File: src/rtl/alloc_pool.sv
// alloc_pool: fixed heap of 2^ADDR_SZ cells with a LIFO free list, 2-cycle ready/valid ops.
// Optional statistics outputs (o_peak, o_nalloc) are enabled by defining ALLOC_POOL_STATS_EN.
module alloc_pool #(
  parameter int                 DATA_SZ = 16,
  parameter int                 ADDR_SZ = 4,
  parameter logic [DATA_SZ-1:0] BASE    = 16'h5000,
  parameter logic [DATA_SZ-1:0] UNDEF   = 16'h0000
) (
  input  logic               i_clk,
  input  logic               i_rst,
  input  logic               i_alloc,
  input  logic [DATA_SZ-1:0] i_data,
  output logic [DATA_SZ-1:0] o_addr,
  input  logic               i_free,
  input  logic [DATA_SZ-1:0] i_addr,
  input  logic               i_rd,
  input  logic               i_wr,
  output logic [DATA_SZ-1:0] o_data,
  output logic               o_ready,
  output logic               o_valid,
  output logic               o_err,
  output logic [2:0]         o_err_code,
  output logic [ADDR_SZ-1:0] o_count
`ifdef ALLOC_POOL_STATS_EN
  ,
  output logic [ADDR_SZ-1:0] o_peak,
  output logic [DATA_SZ-1:0] o_nalloc
`endif
);

  localparam int NCELL = 1 << ADDR_SZ;
  localparam logic [ADDR_SZ:0]   TOP_FULL = {1'b1, {ADDR_SZ{1'b0}}};
  localparam logic [ADDR_SZ:0]   ONE_T    = {{ADDR_SZ{1'b0}}, 1'b1};
  localparam logic [ADDR_SZ-1:0] ONE_C    = {{(ADDR_SZ-1){1'b0}}, 1'b1};

  typedef enum logic [1:0] {S_IDLE, S_EXEC, S_DONE} state_t;

  state_t               state_q, state_d;
  logic                 req_alloc_q, req_alloc_d, req_free_q, req_free_d;
  logic                 req_rd_q, req_rd_d, req_wr_q, req_wr_d;
  logic [DATA_SZ-1:0]   req_data_q, req_data_d, req_addr_q, req_addr_d;
  logic [DATA_SZ-1:0]   rdata_q, rdata_d, head_q, head_d;
  logic [ADDR_SZ:0]     top_q, top_d;
  logic [NCELL-1:0]     used_q, used_d;
  logic [ADDR_SZ-1:0]   count_q, count_d;
  logic [DATA_SZ-1:0]   addr_q, addr_d, data_q, data_d;
  logic                 valid_q, valid_d, err_q, err_d;
  logic [2:0]           err_code_q, err_code_d;

  logic [DATA_SZ-1:0]   mem_q [NCELL];
  logic                 mem_we;
  logic [ADDR_SZ-1:0]   mem_wa;
  logic [DATA_SZ-1:0]   mem_wd;

  logic                 accept, head_empty, need_addr, alloc_only, illegal;
  logic                 addr_bad, addr_unused;
  logic [ADDR_SZ-1:0]   req_off, rd_off;
  logic [2:0]           err_now;

  assign accept     = (state_q == S_IDLE) && (i_alloc || i_free || i_rd || i_wr);
  assign req_off    = req_addr_q[ADDR_SZ-1:0];
  assign head_empty = (head_q == UNDEF);
  assign need_addr  = req_free_q || req_rd_q || req_wr_q;
  assign alloc_only = req_alloc_q && !req_free_q;
  assign illegal    = (req_rd_q && (req_alloc_q || req_free_q || req_wr_q)) ||
                      (req_wr_q && (req_alloc_q || req_free_q));
  assign addr_bad   = (req_addr_q[DATA_SZ-1:ADDR_SZ] != BASE[DATA_SZ-1:ADDR_SZ]) ||
                      (req_off == '0) || ({1'b0, req_off} >= top_q);
  assign addr_unused = !used_q[req_off];
  // A plain alloc reads the head cell to find the next free link.
  assign rd_off     = alloc_only ? head_q[ADDR_SZ-1:0] : req_off;

  always_comb begin
    err_now = 3'd0;
    if (illegal)                                          err_now = 3'd4;
    else if (need_addr && addr_bad)                       err_now = 3'd2;
    else if (need_addr && addr_unused)                    err_now = 3'd3;
    else if (alloc_only && head_empty && top_q == TOP_FULL) err_now = 3'd1;
  end

  always_comb begin
    state_d     = state_q;
    req_alloc_d = req_alloc_q;
    req_free_d  = req_free_q;
    req_rd_d    = req_rd_q;
    req_wr_d    = req_wr_q;
    req_data_d  = req_data_q;
    req_addr_d  = req_addr_q;
    rdata_d     = rdata_q;
    head_d      = head_q;
    top_d       = top_q;
    used_d      = used_q;
    count_d     = count_q;
    addr_d      = addr_q;
    data_d      = data_q;
    valid_d     = 1'b0;
    err_d       = err_q;
    err_code_d  = err_code_q;
    mem_we      = 1'b0;
    mem_wa      = req_off;
    mem_wd      = req_data_q;
    case (state_q)
      S_IDLE: if (accept) begin
        req_alloc_d = i_alloc;
        req_free_d  = i_free;
        req_rd_d    = i_rd;
        req_wr_d    = i_wr;
        req_data_d  = i_data;
        req_addr_d  = i_addr;
        state_d     = S_EXEC;
      end
      S_EXEC: begin
        rdata_d = mem_q[rd_off];
        state_d = S_DONE;
      end
      S_DONE: begin
        state_d = S_IDLE;
        valid_d = 1'b1;
        addr_d  = UNDEF;
        data_d  = UNDEF;
        if (err_now != 3'd0) begin
          err_d = 1'b1;
          if (!err_q) err_code_d = err_now;
        end else if (req_alloc_q && req_free_q) begin
          addr_d = req_addr_q;
          mem_we = 1'b1;
        end else if (req_alloc_q) begin
          mem_we  = 1'b1;
          count_d = count_q + ONE_C;
          if (!head_empty) begin
            addr_d = head_q;
            head_d = rdata_q;
            mem_wa = head_q[ADDR_SZ-1:0];
          end else begin
            addr_d = BASE + DATA_SZ'(top_q);
            mem_wa = top_q[ADDR_SZ-1:0];
            top_d  = top_q + ONE_T;
          end
          used_d[mem_wa] = 1'b1;
        end else if (req_free_q) begin
          mem_we          = 1'b1;
          mem_wd          = head_q;
          head_d          = req_addr_q;
          used_d[req_off] = 1'b0;
          count_d         = count_q - ONE_C;
        end else if (req_rd_q) begin
          data_d = rdata_q;
        end else if (req_wr_q) begin
          mem_we = 1'b1;
        end
      end
      default: state_d = S_IDLE;
    endcase
  end

  always_ff @(posedge i_clk) begin
    if (i_rst) begin
      state_q     <= S_IDLE;
      req_alloc_q <= 1'b0;
      req_free_q  <= 1'b0;
      req_rd_q    <= 1'b0;
      req_wr_q    <= 1'b0;
      req_data_q  <= UNDEF;
      req_addr_q  <= UNDEF;
      rdata_q     <= UNDEF;
      head_q      <= UNDEF;
      top_q       <= ONE_T;
      used_q      <= '0;
      count_q     <= '0;
      addr_q      <= UNDEF;
      data_q      <= UNDEF;
      valid_q     <= 1'b0;
      err_q       <= 1'b0;
      err_code_q  <= 3'd0;
    end else begin
      state_q     <= state_d;
      req_alloc_q <= req_alloc_d;
      req_free_q  <= req_free_d;
      req_rd_q    <= req_rd_d;
      req_wr_q    <= req_wr_d;
      req_data_q  <= req_data_d;
      req_addr_q  <= req_addr_d;
      rdata_q     <= rdata_d;
      head_q      <= head_d;
      top_q       <= top_d;
      used_q      <= used_d;
      count_q     <= count_d;
      addr_q      <= addr_d;
      data_q      <= data_d;
      valid_q     <= valid_d;
      err_q       <= err_d;
      err_code_q  <= err_code_d;
    end
  end

  // Cell storage is not reset; the free list and used bitmap define validity.
  always_ff @(posedge i_clk) begin
    if (mem_we && !i_rst) mem_q[mem_wa] <= mem_wd;
  end

  assign o_addr     = addr_q;
  assign o_data     = data_q;
  assign o_ready    = (state_q == S_IDLE);
  assign o_valid    = valid_q;
  assign o_err      = err_q;
  assign o_err_code = err_code_q;
  assign o_count    = count_q;

`ifdef ALLOC_POOL_STATS_EN
  localparam logic [DATA_SZ-1:0] ONE_N = {{(DATA_SZ-1){1'b0}}, 1'b1};
  logic [ADDR_SZ-1:0] peak_q, peak_d;
  logic [DATA_SZ-1:0] nalloc_q, nalloc_d;
  logic               alloc_ok;

  assign alloc_ok = (state_q == S_DONE) && (err_now == 3'd0) && alloc_only;

  always_comb begin
    peak_d   = (count_d > peak_q) ? count_d : peak_q;
    nalloc_d = alloc_ok ? nalloc_q + ONE_N : nalloc_q;
  end

  always_ff @(posedge i_clk) begin
    if (i_rst) begin
      peak_q   <= '0;
      nalloc_q <= '0;
    end else begin
      peak_q   <= peak_d;
      nalloc_q <= nalloc_d;
    end
  end

  assign o_peak   = peak_q;
  assign o_nalloc = nalloc_q;
`endif

endmodule

File: config.mk
export PLATFORM = sky130hd
export DESIGN_NAME = alloc_pool
export DESIGN_NICKNAME = d
export VERILOG_FILES = /design/src/rtl/alloc_pool.sv
export SDC_FILE = /design/constraint.sdc
export NUM_CORES = 1
export LEC_CHECK = 0
export CAP_MARGIN = 20
export CORE_MARGIN = 2
export CORE_UTILIZATION = 60
export CTS_CLUSTER_SIZE = 8
export DETAILED_ROUTE_END_ITERATION = 16
export HOLD_SLACK_MARGIN = 0.03
export PLACE_DENSITY_LB_ADDON = 0.1
export RECOVER_POWER = 25
export SETUP_SLACK_MARGIN = 0.15
export SLEW_MARGIN = 20
export SYNTH_ARGS = -nofsm -noshare
export SYNTH_HDL_FRONTEND = slang
export SYNTH_SLANG_ARGS = --single-unit
File: constraint.sdc
create_clock -name i_clk -period 4.2 [get_ports i_clk]
set_input_delay 0.63 -clock i_clk [delete_from_list [all_inputs] [get_ports i_clk]]
set_output_delay 0.63 -clock i_clk [all_outputs]
set_load 0.01 [all_outputs]
== After elaboration in Yosys (flattened, before gate mapping) ==
Memories as Yosys holds them, arrays and structs flattened. A register that Yosys moved wholly into a read port is not among the register bits.
Cells that the tools add are included.
Storage, ports and cells
  logic and storage cells: 127
  bits of input ports: 38
  bits in registers: 116
  RAM bits: 256
  output and inout port bits: 42
  memories: 1
Operators by class
  add/sub/neg operators: 4
  eq/ne operators: 6
  bitwise logic cells: 6
  reductions and logical operators: 36
  multiplexer cells: 53
  magnitude comparators: 5
Memories
  mem_q: depth 16, width 16, read ports 1, clocked after Yosys merged registers in 1, wr ports 1, RTL line 50  | logic [DATA_SZ-1:0] mem_q [NCELL];
Operator list (count)
  $mux 16: 19
  $mux 4: 12
  $add 15x5->16 const A: 1
  $and 16x16->16: 1
  $logic_not 16->1: 1
  $not 16->16: 1
  $or 16x16->16: 1
  $mux 1: 14
  $logic_and 1x1->1: 12
  $ne 12x11->1 const B: 1
  $logic_or 1x1->1: 10
  $lt 4x5->1 const B: 2
  $reduce_and 5->1: 2
  $demux 1 s4: 2
  $ge 4x1->1 const B: 2
  $mux 2: 3
  $add 5x1->5 const B: 1
  $eq 5x5->1 const B: 1
  $ge 4x5->1: 1
  $add 4x1->4 const B: 1
  $bmux 1 s4: 1
  $logic_not 4->1: 1
  $pmux 2 s2: 1
  $reduce_and 2->1: 2
  13 further kinds: 17

== Longest topological paths before layout ==
Gate-level depths: netlist of the first run.
  word-level depth: 17
  depth in mapped cells: 11
  depth with buffers taken out: 8

== Worst setup path after synthesis of the first run ==
Ideal clock, no wire load.
  path kind: register to register
  from: reg req_addr_q[0]
  to: mem mem_q[0][0] (enable)
  clock period less this slack: 3.480 ns
  data required time: 3.812 ns
  buffers on the path: 3
  setup time: 0.388 ns
  stages on the path, launching flop included: 12
  data arrival time: 3.091 ns
  path slack: 0.720 ns
  path through: dfxtp_1 > clkbuf_1 > inv_1 > ha_1 > nand2b_1 > a2111oi_0 > o41a_1 > o22a_1 > buf_2 > buf_6 > o211ai_1 > nor2_1
On the way
  longest elaborated chain between the ends: 13
  elaborated cells on any way between the ends: 22
  those cells by class: order compare: 1; mux: 13; reduce/logical: 8
RTL lines
  from (decl): RTL line 41  | logic [DATA_SZ-1:0] req_data_q, req_data_d, req_addr_q, req_addr_d;
  from (signal assigned): RTL line 182  | req_addr_q <= req_addr_d;
  $bmux 1 s4: RTL line 69  | assign addr_unused = !used_q[req_off];
  $mux 1 (not written as such): RTL line 69
  $logic_not 1->1: RTL line 69
  $logic_and 1x1->1: RTL line 77  | else if (need_addr && addr_unused) err_now = 3'd3;
  $mux 2: RTL line 77
  $mux 2: RTL line 76  | else if (need_addr && addr_bad) err_now = 3'd2;
  $mux 3: RTL line 75  | if (illegal) err_now = 3'd4;
  $reduce_bool 3->1: RTL line 121  | if (err_now != 3'd0) begin
  $mux 1: RTL line 121
  $mux 1: RTL line 102  | case (state_q)
  $logic_and 1x1->1: RTL line 198  | if (mem_we && !i_rst) mem_q[mem_wa] <= mem_wd;
  $mux 1: RTL line 198
  $mux 1 (not written as such): RTL line 198
  to (decl): RTL line 50
Parallel ways exist; a longest one is shown, timed or not. The select of a mux whose other input is x is not followed.

== Worst setup path in the final report of the first run ==
  from: reg head_q[0]
  to: mem mem_q[6][9] (enable)
On the way
  longest elaborated chain between the ends: 13
  elaborated cells on any way between the ends: 22
  those cells by class: mux: 17; reduce/logical: 5
RTL lines
  from (decl): RTL line 42  | logic [DATA_SZ-1:0] rdata_q, rdata_d, head_q, head_d;
  from (signal assigned): RTL line 166  | head_q <= UNDEF;
  from (signal assigned): RTL line 184  | head_q <= head_d;
  $logic_not 16->1: RTL line 62  | assign head_empty = (head_q == UNDEF);
  $logic_and 1x1->1 (2 in series): RTL line 78  | else if (alloc_only && head_empty && top_q == TOP_FULL) err_now = 3'd1;
  $mux 1: RTL line 78
  $mux 2: RTL line 77
  $mux 2: RTL line 76
  $mux 3: RTL line 75
  $reduce_bool 3->1: RTL line 121
  $mux 1: RTL line 121
  $mux 1: RTL line 102
  $logic_and 1x1->1: RTL line 198
  $mux 1: RTL line 198
  $mux 1 (not written as such): RTL line 198
Parallel ways exist; a longest one is shown, timed or not. The select of a mux whose other input is x is not followed.

==> results of run 1 <==
[how the worst max path moves through the flow]
stage / start / to / slack (ns) / cells after the start
floorplan: req_addr_q[0] / mem_q[0][0] / 0.72 / 11
global placement: req_addr_q[0] / head_q[15] / 0.95 / 9
detailed placement: req_addr_q[0] / head_q[15] / 0.78 / 9
CTS: req_addr_q[0] / head_q[12] / 0.76 / 9
global route: head_q[0] / mem_q[6][9] / 0.24 / 8
finish: head_q[0] / mem_q[6][9] / 0.39 / 8
[logic make-up after synthesis]
group / count (synthesis) / share of synthesized area
xor gates and xnor gates: 6 / 0.00334
buffers and inverters: 115 / 0.0306
DFF: 388 / 0.656
adders and majority gates: 9 / 0.00763
and+or+nand+nor: 525 / 0.146
muxes: 59 / 0.0415
AOI/OAI and AO/OA: 242 / 0.115
[cells in the final DEF (no fill, tap or decap), types with 8 or more instances in the layout]
cell type        Yosys  routed
nor4_1              22      22
nand2_1            330     330
clkbuf_16            0      54
nand3_1             62      62
clkbuf_1            63      40
o22ai_1             31      32
buf_4                3      37
a22o_1              16      16
dlygate4sd3_1        0      43
mux2_1              10      11
clkdlybuf4s50_1      0      35
a32oi_1             48      48
dfxtp_1            132     132
a21oi_1             57      56
nor2_1              41      41
o21ai_0             16      17
nand4_1             24      24
ha_1                 8       8
mux2i_1             36      35
a31oi_1             17      17
mux2_2              10       9
nand2b_1            10      10
inv_1               25      25
a221oi_2            14      14
edfxtp_1           256     256
[metal layers]
| layer | share of wire | up-vias | global-route usage |
|---|---|---|---|
| met2 | 0.47 | 604 | 0.489 |
| met4 | 0.031 | 0 | 0.103 |
| met1 | 0.41 | 5615 | 0.455 |
| met5 | 0 | - | 0 |
| li1 | - | 5182 | - |
| met3 | 0.092 | 94 | 0.0503 |
[worst max-delay path, stage by stage (launching register included)]
cell and delay [ns]:
dfxtp_1 0.52, nor4_1 0.12, and4_1 0.33, clkbuf_1 0.24, a2111oi_0 0.43, clkbuf_1 0.61
mux2_2 0.45, nor2_1 0.19, clkbuf_1 0.56
[stage by stage]
step / utilization / instance area (um^2)
after floorplan: - / 15700
after global placement: 0.658 / 17000
after detailed placement: 0.658 / 17000
after CTS: 0.718 / 18600
after global routing: 0.716 / 18500
final: 0.716 / 18500
[report_power, final]
part / internal, mW / switching, mW / total (mW)
Clock: 2.44 / 1.57 / 4.00
Sequential: 4.16 / 0.0944 / 4.25
Combinational: 0.223 / 0.493 / 0.717
[state kept, by name, summed over array words and instances (netlist names), 2 cells and up]
register and flops:
rdata_q 16, o_addr 16, mem_q 256, used_q 16, top_q 5, o_data 16
head_q 16, req_addr_q 16, req_data_q 16, o_count 4, state_q 2, o_err_code 3
[final cells by class]
cell class                 count  share of cell area
clock inverter                 4             0.00573
tap                          335              0.0226
timing repair buffer         130              0.0615
multi-input combinational    841               0.269
inverter                      25             0.00506
clock buffer                  85              0.0791
antenna                        1            0.000135
sequential                   388               0.557
==> results.yml, run 1 <==
logic_synthesis:
  synth_top_area_frac: 0.488
  synthesis.area_um2: 15700
  synth_flop_cell: "edfxtp_1"
  async_reset_ff_frac: 0
  synth.largest_area_cell: "edfxtp_1"
  ys_seq_area_frac: 0.656
  yosys-top-cells-count: "nand2_1, edfxtp_1, dfxtp_1"
  ys_types: 64
  synth.most_common_cell: "nand2_1"
  synthesis.nets: 1391
  synthTopCellsByArea: "edfxtp_1, dfxtp_1, nand2_1"
  synth-edff-count: 256
  synth-seq-cells: 388
  synthCells: 1344
  yosysWarnings: 0
  avgSynthCellArea_um2: 11.7
flow_run:
  cap_violations: 0
setup_path:
  ff2ff_setup_slack_ns: 0.39
  setup.worst_path.end_class: "register"
  arrival_ns: 4.01
  r2r_start: "head_q[0]"
  cp_max_fo: 14
  critPathLaunchType: "register"
  r2r-end: "mem_q[6][9]"
  reg2reg_depth: 8
  path_class: "reg -> reg"
  critical_path_required_ns: 4.40
clock_tree:
  clock-sinks: 388
  cts_tree: "yes"
  clk_latency_ns: 0.59
  cts_setup_buffers: 0
  postCtsHoldBufs: 0
  ctsResizeCount: 0
  root_buffer: "clkbuf_16"
  cts_made_buffers: 54
  clk_pin_slew_ns: 0.05
  h-tree-depth: 2
  clockBufferDepth: 3
global_route:
  grt_usage: 0.313
  grt_max_degree: 78
  antenna_found_initial: 1
  grt_overflow: 0
  grt_pass1_vias: 10796
  grt_pass1_wl_um: 65700
route:
  viasPerCell: 6.35
  wl_per_cell_um: 24.2
  num_vias: 11495
  drc_errors: 0
  drt-initial-drc-count: 1325
  ant_nets: 0
  routed_wl_um: 43700
  firstDrtPassIters: 7
place:
  place_worst_setup_slack_ns: 0.779
  dp.cells: 1719
  portBuffers: 79
  dpl.hpwl_um: 26300
  gp_congestion: 0.881
cells_and_area:
  final_cells: 1809
  finish.net_count: 1487
  fill_cells: 1806
  multiInputGateArea_um2: 4990
  area_growth_pct: 17.9
  regArea_um2: 10300
  final_layout_size_suffix_gt1_frac: 0.101
min_path:
  min-delay-start: "o_addr[5]"
  hold_path_depth: 2
  hp-class: "reg -> reg"
  hold-path-endpoint: "o_addr[5]"
power:
  vdd_ir_drop_max_mv: 0.395
  power.leakage_nw: 6.50
  p_total_mw: 8.97
  power_density_nw_per_um2: 484
sta:
  rsz0062_at_grt: "no"
  fin_ws_ns: 0.387
  setup_violations: 0
  period_minus_slack_ns: 3.81
  finalMaxSlewViolations: 0
  timing.final.hold_violations: 0
  worst_slew_pin_slew_ns: 1.42
  clock.fmax_mhz: 262
  fin_crit_sh: 0.908
  slew_headroom: 0.0554
  setup_tns_ns: 0
  whs_ns: 0.452
  skew_ns: 0.0335
outcome:
  outcome: "complete, no violations"
floorplan:
  io_pins: 80
  die_y_um: 166
  row_count: 59
  die_x_um: 166
  core-area_um2: 25900
  die-area_um2: 27500
  start_util: 0.607
Note: power is estimated with default switching activity, not from simulation.
==> run 2, diff against run 1 <==
Settings changed: CAP_MARGIN 20 to not set, CTS_CLUSTER_SIZE 8 to 28, HOLD_SLACK_MARGIN 0.03 to 0.06.
==> results.yml, run 2 (synthesized netlist as in run 1, its figures left out) <==
outcome:
  outcome: "complete, no violations"
setup_path:
  ff2ff_setup_slack_ns: 0.43
  setup.worst_path.end_class: "register"
  cp_max_fo: 14
  path_class: "reg -> reg"
  arrival_ns: 4.01
  cp_cell_sequence: "nor4_1 > and4_1 > clkbuf_1 > a2111oi_0 > clkbuf_1 > nor3b_1 > o211ai_1 > o21ba_2 > buf_12"
  max_stage_delay_ns: 0.63
  critical_path_required_ns: 4.44
  cpMostUsedCell: "clkbuf_1"
  crit_buf_inv: 3
  crit_slowest_cell: "clkbuf_1"
  critPathLaunchType: "register"
  timing.critical_path.max_delay_family: "compound AO/OA/AOI/OAI gates"
route:
  wl_per_cell_um: 24.0
  firstDrtPassIters: 6
  met3WireLength_um: 3960
  top_layer_used: "met5"
  routed_wl_um: 43000
  num_vias: 11389
  wl_met1_um: 17600
  drt-initial-drc-count: 1321
  ant_nets: 0
  viasPerCell: 6.36
  drc_errors: 0
  met2_wirelength_um: 20100
global_route:
  grt_overflow: 0
  grt_pass1_vias: 10631
  grt_usage: 0.309
  grt_max_degree: 78
  antenna_found_initial: 3
  grt_pass1_wl_um: 64500
clock_tree:
  root_buffer: "clkbuf_16"
  clk_pin_slew_ns: 0.06
  clockBufferDepth: 3
  cts_made_buffers: 40
  cts_tree: "yes"
  postCtsHoldBufs: 0
  h-tree-depth: 2
  ctsResizeCount: 0
  cts_setup_buffers: 0
  clock-sinks: 388
  clk_latency_ns: 0.54
sta:
  skew_ns: 0.0247
  whs_ns: 0.455
  worst_slew_pin_slew_ns: 1.43
  timing.final.hold_violations: 0
  fin_ws_ns: 0.432
  fin_crit_sh: 0.897
  period_minus_slack_ns: 3.77
  setup_tns_ns: 0
  rsz0062_at_grt: "no"
  clock.fmax_mhz: 265
  slew_headroom: 0.0485
  setup_violations: 0
  finalMaxSlewViolations: 0
floorplan:
  die_y_um: 166
  row_count: 59
  start_util: 0.607
  die-area_um2: 27500
  io_pins: 80
  core-area_um2: 25900
  die_x_um: 166
power:
  power.leakage_nw: 6.37
  vdd_ir_drop_max_mv: 0.432
  power_density_nw_per_um2: 455
cells_and_area:
  design_area_um2: 18200
  area_growth_pct: 15.9
  final_layout_size_suffix_gt1_frac: 0.101
  fill_cells: 1839
  finish.net_count: 1473
  multiInputGateArea_um2: 4990
  final_common_cell: "nand2_1"
  regArea_um2: 10300
  regMostFlops: "mem_q"
  num_antenna_cells: 0
  largest_reg_flops: 256
  final_cell_mix: "nand2_1, edfxtp_1, dfxtp_1"
  final_cells: 1792
place:
  dpl.hpwl_um: 26300
  gp_congestion: 0.881
  place_area_um2: 17000
  dp.cells: 1719
  place_worst_setup_slack_ns: 0.779
  portBuffers: 79
flow_run:
  cap_violations: 0
min_path:
  hp-class: "reg -> reg"
## run 2: metal layers
metal / GRT usage / vias to the layer above
met5: 0 / -
met4: 0.101 / 4
met1: 0.444 / 5562
met2: 0.484 / 567
met3: 0.0539 / 94
li1: - / 5162
## run 2: worst paths after layout
check,endpoint,startpoint,depth (start not counted)
hold / removal,o_addr[5],o_addr[5],2
hold reg to reg,o_addr[5],o_addr[5],2
setup reg to reg,mem_q[3][1],head_q[0],9
setup / recovery,mem_q[3][1],head_q[0],9
## run 2: area by class of cell
cell class,instances,area share
multi-input combinational,841,0.274
inverter,25,0.00515
timing repair buffer,130,0.0634
sequential,388,0.566
clock buffer,57,0.0623
tap,335,0.0230
clock inverter,16,0.00617
## run 2: power breakdown
group	total, mW	switching (mW)	internal, mW	leakage, nW
Clock	3.33	1.43	1.90	0.614
Combinational	0.718	0.492	0.225	2.34
Sequential	4.24	0.0940	4.15	3.41
## run 2: tightest hold or removal path, cell delays in order (launching register included)
cell     delay [ns]
dfxtp_1        0.31
nand2_1        0.05
a21oi_1        0.05
## run 2: per-stage QoR
step | util | total power [mW]
final | 0.704 | 8.29
after global routing | 0.704 | 8.54
after CTS | 0.706 | 8.32
after detailed placement | 0.658 | 5.03
after global placement | 0.658 | 5.02
after floorplan | - | 4.74
==> run 3, diff against run 2 <==
Clock period 4.2 ns to 3.85 ns, I/O delays scaled along.
==> results.yml, run 3 (synthesized netlist as in run 1, its figures left out) <==
cells_and_area:
  regMostFlops: "mem_q"
  area_growth_pct: 16.6
  regArea_um2: 10300
  num_antenna_cells: 0
  finish.net_count: 1479
  final_layout_size_suffix_gt1_frac: 0.112
  largest_reg_flops: 256
  final_cell_mix: "nand2_1, edfxtp_1, dfxtp_1"
  design_area_um2: 18300
  multiInputGateArea_um2: 4990
  fill_cells: 1816
  final_common_cell: "nand2_1"
route:
  wl_per_cell_um: 22.5
  ant_nets: 0
  drt-initial-drc-count: 1143
  firstDrtPassIters: 5
  routed_wl_um: 40500
  num_vias: 11210
  viasPerCell: 6.23
  drc_errors: 0
clock_tree:
  clk_pin_slew_ns: 0.06
  cts_setup_buffers: 0
  h-tree-depth: 2
  ctsResizeCount: 0
  cts_made_buffers: 41
  clockBufferDepth: 3
  postCtsHoldBufs: 0
  cts_tree: "yes"
  clock-sinks: 388
  root_buffer: "clkbuf_16"
  clk_latency_ns: 0.54
power:
  combinationalPowerShare: 0.086
  vdd_ir_drop_max_mv: 0.519
  power.leakage_nw: 6.45
  power_density_nw_per_um2: 503
  p_switching_mw: 2.18
  p_int_mw: 7.04
  power.share.clock: 0.414
  switching_share: 0.237
  seq_power_share: 0.500
setup_path:
  r2r_start: "req_free_q"
  path_class: "reg -> reg"
  crit_start: "req_free_q"
  cp_max_fo: 42
  critical_path_required_ns: 4.32
  reg2reg_depth: 8
  setup.worst_path.end_class: "register"
  ff2ff_setup_slack_ns: 0.40
  critPathLaunchType: "register"
  arrival_ns: 3.92
outcome:
  outcome: "finished with violations"
  violations: "capacitance limit, slew limit"
sta:
  slew_headroom: -0.0606
  rsz0062_at_grt: "no"
  timing.final.hold_violations: 0
  skew_ns: 0.0185
  clock.fmax_mhz: 290
  fin_crit_sh: 0.895
  worst_slew_pin_slew_ns: 1.59
  finalMaxSlewViolations: 33
  setup_tns_ns: 0
  setup_violations: 0
  period_minus_slack_ns: 3.45
global_route:
  grt_overflow: 0
  grt_pass1_wl_um: 62700
  antenna_found_initial: 1
  grt_max_degree: 78
  grt_pass1_vias: 10558
  grt_usage: 0.295
floorplan:
  die_y_um: 166
  core-area_um2: 25900
  io_pins: 80
  start_util: 0.607
  die-area_um2: 27500
  die_x_um: 166
  row_count: 59
place:
  dpl.hpwl_um: 26300
  gp_congestion: 0.952
  place_area_um2: 17100
  portBuffers: 79
min_path:
  hp-class: "in -> reg"
  hold_path_depth: 2
  min-delay-start: "i_rst"
flow_run:
  cap_violations: 1
-- run 3: path summary, 6_finish.rpt --
kind / endpoint
worst max-delay path: rdata_q[11]
worst min-delay path: o_valid
worst max register to register: rdata_q[11]
worst min register to register: o_addr[15]
-- run 3: final cells by class --
cell class | instances | share of cell area
Multi-Input combinational cell | 841 | 0.272
Tap cell | 335 | 0.0228
Clock buffer | 61 | 0.0663
Inverter | 25 | 0.00511
Timing Repair Buffer | 135 | 0.0640
Clock inverter | 14 | 0.00662
Sequential cell | 388 | 0.563
-- run 3: routing by layer --
layer | up-vias | global-route usage | share of wire
met5 | - | 0 | 0.00032
met4 | 2 | 0.0941 | 0.027
met3 | 88 | 0.0491 | 0.087
met2 | 507 | 0.460 | 0.47
met1 | 5453 | 0.427 | 0.42
li1 | 5160 | - | -
-- run 3: power groups by stage --
stage	registers [mW]	clock network, mW	logic [mW]
finish	4.62	3.82	0.794
global route	4.62	4.03	0.867
CTS	4.61	3.86	0.798
detailed placement	4.70	0	0.795
global placement	4.70	0	0.786
floorplan	4.65	0	0.523
-- run 3: worst max-delay path, cell delays in order, from the launching register on --
cell      delay (ns)
dfxtp_1         0.49
nand2b_1        0.19
buf_4           0.27
mux2_2          0.87
clkbuf_2        0.79
mux2i_1         0.17
a32oi_1         0.23
nand4_1         0.22
nand2_1         0.13
-- run 3: stage by stage --
stage / power [mW] / hold slack [ns] / util / cells / setup slack (ns)
5_1_grt: 9.52 / 0.341 / 0.708 / 1799 / 0.124
2_1_floorplan: 5.18 / 0.432 / - / 1344 / 0.370
3_3_place_gp: 5.49 / 0.449 / 0.659 / 1724 / 0.677
4_1_cts: 9.27 / 0.339 / 0.711 / 1799 / 0.482
3_5_place_dp: 5.49 / 0.451 / 0.659 / 1724 / 0.539
6_report: 9.23 / 0.357 / 0.708 / 1799 / 0.403
